==> src/rtl/serial_frame_rx.sv <==
// -----------------------------------------------------------------------------
// serial_frame_rx
//
// Framed serial receiver. Samples a start/data/parity/stop framed bitstream
// (MSB first) on clock edges qualified by i_bit_en, checks even parity and the
// stop bit, and presents each good word on a valid/ready output port.
//
// Parameters
//   DWIDTH     data bits per frame (4..16)
//   PARITY_EN  1: an even-parity bit follows the data; 0: no parity bit
//
// Ports
//   i_clk      system clock, rising edge
//   i_rstn     asynchronous active-low reset
//   i_bit_en   bit strobe; i_ser_in is sampled only when this is 1
//   i_ser_in   serial line, idles high
//   o_par_out  received word, held while o_valid is high
//   o_valid    word available
//   i_ready    consumer accepts the word
//   o_par_err  one-cycle pulse: frame failed the parity check
//   o_frm_err  one-cycle pulse: stop bit sampled as 0
//   o_overrun  one-cycle pulse: good frame dropped because output was full
//   o_busy     high whenever the receiver is not idle
// -----------------------------------------------------------------------------
module serial_frame_rx #(
  parameter int DWIDTH    = 8,
  parameter bit PARITY_EN = 1'b1
) (
  input  logic              i_clk,
  input  logic              i_rstn,
  input  logic              i_bit_en,
  input  logic              i_ser_in,
  output logic [DWIDTH-1:0] o_par_out,
  output logic              o_valid,
  input  logic              i_ready,
  output logic              o_par_err,
  output logic              o_frm_err,
  output logic              o_overrun,
  output logic              o_busy
);

  localparam int CW = $clog2(DWIDTH);

  typedef enum logic [2:0] {
    S_IDLE,
    S_DATA,
    S_PARITY,
    S_STOP,
    S_WAIT_IDLE
  } state_t;

  state_t            state_reg,   state_next;
  logic [CW-1:0]     cnt_reg,     cnt_next;
  logic [DWIDTH-1:0] shift_reg,   shift_next;
  logic              par_ok_reg,  par_ok_next;
  logic [DWIDTH-1:0] out_reg,     out_next;
  logic              valid_reg,   valid_next;
  logic              par_err_reg, par_err_next;
  logic              frm_err_reg, frm_err_next;
  logic              ovr_reg,     ovr_next;

  always_ff @(posedge i_clk or negedge i_rstn) begin
    if (!i_rstn) begin
      state_reg   <= S_IDLE;
      cnt_reg     <= '0;
      shift_reg   <= '0;
      par_ok_reg  <= 1'b1;
      out_reg     <= '0;
      valid_reg   <= 1'b0;
      par_err_reg <= 1'b0;
      frm_err_reg <= 1'b0;
      ovr_reg     <= 1'b0;
    end else begin
      state_reg   <= state_next;
      cnt_reg     <= cnt_next;
      shift_reg   <= shift_next;
      par_ok_reg  <= par_ok_next;
      out_reg     <= out_next;
      valid_reg   <= valid_next;
      par_err_reg <= par_err_next;
      frm_err_reg <= frm_err_next;
      ovr_reg     <= ovr_next;
    end
  end

  always_comb begin
    state_next   = state_reg;
    cnt_next     = cnt_reg;
    shift_next   = shift_reg;
    par_ok_next  = par_ok_reg;
    out_next     = out_reg;
    valid_next   = valid_reg;
    // Pulses default low so they last exactly one clock whatever the strobe rate.
    par_err_next = 1'b0;
    frm_err_next = 1'b0;
    ovr_next     = 1'b0;

    // Handshake runs on every edge, strobed or not. A load in STOP below
    // overrides this, keeping o_valid high with the new word.
    if (valid_reg && i_ready) begin
      valid_next = 1'b0;
    end

    if (i_bit_en) begin
      unique case (state_reg)
        S_IDLE: begin
          if (!i_ser_in) begin
            state_next  = S_DATA;
            cnt_next    = '0;
            shift_next  = '0;
            // Without a parity bit the check trivially passes.
            par_ok_next = 1'b1;
          end
        end

        S_DATA: begin
          shift_next = {shift_reg[DWIDTH-2:0], i_ser_in};
          cnt_next   = cnt_reg + 1'b1;
          if (cnt_reg == CW'(DWIDTH - 1)) begin
            state_next = PARITY_EN ? S_PARITY : S_STOP;
          end
        end

        S_PARITY: begin
          // Even parity: XOR over data and parity bit must be 0.
          par_ok_next = ~((^shift_reg) ^ i_ser_in);
          state_next  = S_STOP;
        end

        S_STOP: begin
          if (!i_ser_in) begin
            // Framing error wins over parity; wait for the line to go high
            // so a held-low break is not seen as repeated start bits.
            frm_err_next = 1'b1;
            state_next   = S_WAIT_IDLE;
          end else begin
            state_next = S_IDLE;
            if (!par_ok_reg) begin
              par_err_next = 1'b1;
            end else if (!valid_reg || i_ready) begin
              out_next   = shift_reg;
              valid_next = 1'b1;
            end else begin
              ovr_next = 1'b1;
            end
          end
        end

        S_WAIT_IDLE: begin
          if (i_ser_in) begin
            state_next = S_IDLE;
          end
        end

        default: state_next = S_IDLE;
      endcase
    end
  end

  assign o_par_out = out_reg;
  assign o_valid   = valid_reg;
  assign o_par_err = par_err_reg;
  assign o_frm_err = frm_err_reg;
  assign o_overrun = ovr_reg;
  assign o_busy    = (state_reg != S_IDLE);

endmodule

==> config.mk <==
export PLATFORM = sky130hd
export DESIGN_NAME = serial_frame_rx
export DESIGN_NICKNAME = d
export VERILOG_FILES = /design/src/rtl/serial_frame_rx.sv
export SDC_FILE = /design/constraint.sdc
export NUM_CORES = 1
export LEC_CHECK = 0
export ABC_AREA = 1
export ABC_CLOCK_PERIOD_IN_PS = 1800
export CAP_MARGIN = 40
export CORE_MARGIN = 8
export CORE_UTILIZATION = 30
export CTS_CLUSTER_DIAMETER = 50
export DETAILED_ROUTE_END_ITERATION = 8
export PLACE_DENSITY_LB_ADDON = 0.08
export SETUP_SLACK_MARGIN = 0.02
export SLEW_MARGIN = 20
export SYNTH_ARGS = -nofsm -noshare
export SYNTH_HDL_FRONTEND = slang
export SYNTH_SLANG_ARGS = --single-unit
==> constraint.sdc <==
create_clock -name i_clk -period 1.8 [get_ports i_clk]
set_clock_uncertainty 0.2 [all_clocks]
set_input_delay 0.27 -clock i_clk [delete_from_list [all_inputs] [get_ports i_clk]]
set_output_delay 0.27 -clock i_clk [all_outputs]
set_load 0.005 [all_outputs]
==> impl_metrics.py <==
metrics = {
    "die": {
        "die_w_um": 81,
        "row_count": 23,
        "io-pin-count": 18,
        "core_um2": 4030,
        "die_area_um2": 6560,
        "initial_core_util_pct": 31.5,
        "die_y_um": 81,
    },
    "sta": {
        "layout_min_cycle_time_ns": 1.68,
        "max_freq_mhz": 594,
        "hold_viol": 0,
        "setup-tns-final_ns": 0,
        "max_slew_margin_pct": 59.6,
        "drv_slew": 0,
        "setup_viol": 0,
        "rsz0062_at_grt": "false",
        "post-route-period-util_pct": 93.5,
        "hold_ws_ns": 0.158,
        "tightest_slew_ns": 0.604,
    },
    "placement": {
        "dp_cells": 211,
        "port_buffers": 17,
        "dp_hpwl_um": 1900,
        "gp_congestion": 0.779,
    },
    "yosys": {
        "synth_edf_count": 0,
        "synth.top_cells.by_area": "dfrtp_1 51%, inv_1 6.5%, nand2_1 6.5%",
        "syn_inst": 136,
        "ys_warn_count": 0,
        "synth_cell_type_count": 28,
        "synth_area_per_cell_um2": 9.32,
        "yosysTopAreaCellShare_pct": 51.3,
        "synth-seq-area-share_pct": 53.4,
        "synth_top_cell_by_area": "dfrtp_1",
        "synth.cell_area_um2": 1270,
        "synth-async-reset-ratio_pct": 100,
        "ys_ff_latch": 27,
        "synth_fp_nets": 143,
        "synthFlopType": "dfrtp_1",
    },
    "drt": {
        "routedWlPerCell_um": 12.1,
        "viasPerCell": 4.41,
        "drc": 0,
        "dr.pass1.iters": 6,
        "drt_iter0_drc": 54,
        "ant_nets": 0,
        "drt-total-wl_um": 2620,
        "routed-via-count": 958,
    },
    "worst_setup_path": {
        "crit_chain": "nor2_2 > nand2_2 > buf_4 > buf_4",
        "cp_common_cell": "buf_4",
        "start_kind": "flop",
        "cp_num_buf_inv": 2,
        "cp_max_fo": 4,
        "cp.required_ns": 1.33,
        "crit_path_max_incr_delay_ns": 0.44,
        "cp-end-kind": "primary output",
        "path_delay_family": "flip-flops",
        "path_class": "flop to primary output",
        "cpMaxStageDelayCell": "dfrtp_1",
        "arrival_ns": 1.21,
    },
    "final_layout": {
        "seq_area_um2": 677,
        "instances_no_fill": 217,
        "layout-drive-gt1-share_pct": 19.2,
        "area_growth_pct": 28.6,
        "fillers": 412,
        "n_antenna_cell": 0,
        "final_nets": 175,
        "multi_input_area_um2": 485,
    },
    "clocking": {
        "clk_latency_ns": 0.27,
        "numCtsBuffers": 3,
        "cts_buffer_depth": 2,
        "cts-htree-levels": 1,
        "cts_sinks": 27,
        "cts_tree": "built",
        "cts_hold_buf": 0,
        "path_clk_slew_ns": 0.10,
        "root_buffer": "clkbuf_8",
    },
    "pwr": {
        "power.density_nw_per_um2": 1650,
        "p_leak_nw": 0.762,
        "finalPower_mw": 2.69,
        "peakVddDrop_mv": 0.852,
    },
    "global_route": {
        "grt_pass1_wl_um": 4510,
        "overflow": 0,
        "antenna_found_initial": 0,
        "grt_max_degree": 28,
        "grt_pass1_vias": 984,
        "grt_usage_pct": 8.65,
    },
    "run": {
        "cap_violations": 0,
    },
    "hold_path": {
        "hp-class": "primary input to asynchronous set/reset pin",
    },
    "outcome": {
        "status": "finished, final reports clean",
    },
}
-- worst paths after layout --
kind	start	endpoint	slack, ns	depth (start not counted)
worst max-delay path	state_reg[2]	o_busy	0.12	4
worst min-delay path	i_rstn	cnt_reg[2]	0.16	2
worst max register to register	state_reg[2]	o_par_out[1]	0.12	5
worst min register to register	cnt_reg[0]	cnt_reg[0]	0.31	1
max in group asynchronous	i_rstn	par_ok_reg	0.94	2
min in group i_clk	cnt_reg[0]	cnt_reg[0]	0.31	1
-- layer usage --
layer / vias up / track usage (%) / wire [um]
li1: 496 / - / -
met1: 449 / 11.4 / 1200
met2: 11 / 13.6 / 1300
met3: 2 / 1.88 / 103
met4: 0 / 3.21 / 23
met5: - / 0 / 0
-- cells in the mapped netlist, types with 2 or more instances --
cell,n
nor2_2,2
dfrtp_1,26
inv_1,22
o21ai_0,4
nand3_1,5
nor2_1,17
ha_1,2
o22ai_1,9
a21oi_1,8
a21oi_2,2
nand2_1,22
-- per-stage QoR --
| step | utilization [%] | instance area (um^2) | setup slack (ns) |
|---|---|---|---|
| 6_report | 40.5 | 1630 | 0.116 |
| 5_1_grt | 40.5 | 1630 | 0.0278 |
| 4_1_cts | 40.2 | 1620 | 0.116 |
| 3_5_place_dp | 38.7 | 1560 | -0.357 |
| 3_3_place_gp | 38.7 | 1560 | -0.278 |
| 2_1_floorplan | - | 1270 | 0.333 |
-- worst reg2reg max path, stage by stage, from the launching register on --
cell and delay (ns):
dfrtp_1 0.44, buf_4 0.16, nor3_4 0.25, nand3_4 0.17, nor2_4 0.25, a21oi_1 0.10
-- report_power, final --
part / leakage (nW) / switching [mW] / internal, mW
combinational: 0.390 / 0.678 / 0.637
sequential: 0.350 / 0.156 / 0.859
clock: 0.0217 / 0.206 / 0.157
-- cell usage in the layout, fill, tap and decap left out --
master,Yosys,layout
a21oi_1,8,7
a21oi_2,2,3
buf_12,1,1
buf_4,0,12
clkbuf_8,0,3
clkdlybuf4s50_1,0,16
clkinvlp_4,0,1
dfrtp_1,26,26
dfstp_2,1,1
ha_1,2,2
inv_1,22,22
inv_2,1,1
mux2i_1,1,1
nand2_1,22,22
nand2_2,1,1
nand3_1,5,5
nand3_4,1,1
nand4_1,1,1
nor2_1,17,16
nor2_2,2,3
nor2_4,0,1
nor2_8,1,1
nor3_1,1,1
nor3_4,1,1
o21ai_0,4,4
o21ai_2,1,1
o21bai_1,1,1
o22ai_1,9,9
o22ai_2,1,1
or2_1,1,1
xor2_1,1,1
-- layout make-up --
type,instances,share of cell area [%]
Multi-Input combinational cell,84,29.8
Clock buffer,3,2.53
Tap cell,50,3.84
Timing Repair Buffer,29,16.6
Clock inverter,1,0.460
Sequential cell,27,41.5
Inverter,23,5.30
-- cell families after synthesis --
kind of cell	Yosys count	synth area share (%)
fa+ha+maj	2	1.97
mux	1	0.790
simple gates	53	20.6
compound gates	26	12.8
xor+xnor	1	0.691
flops	27	53.4
buf+inv	26	9.67
-- repair_timing --
item	CTS	global route
cloned	0	1
pin swaps	1	2
resized for setup	4	0
buffers inserted	1	0
setup endpoints to repair	12	5
No activity file was read; power rests on OpenSTA's default activity.
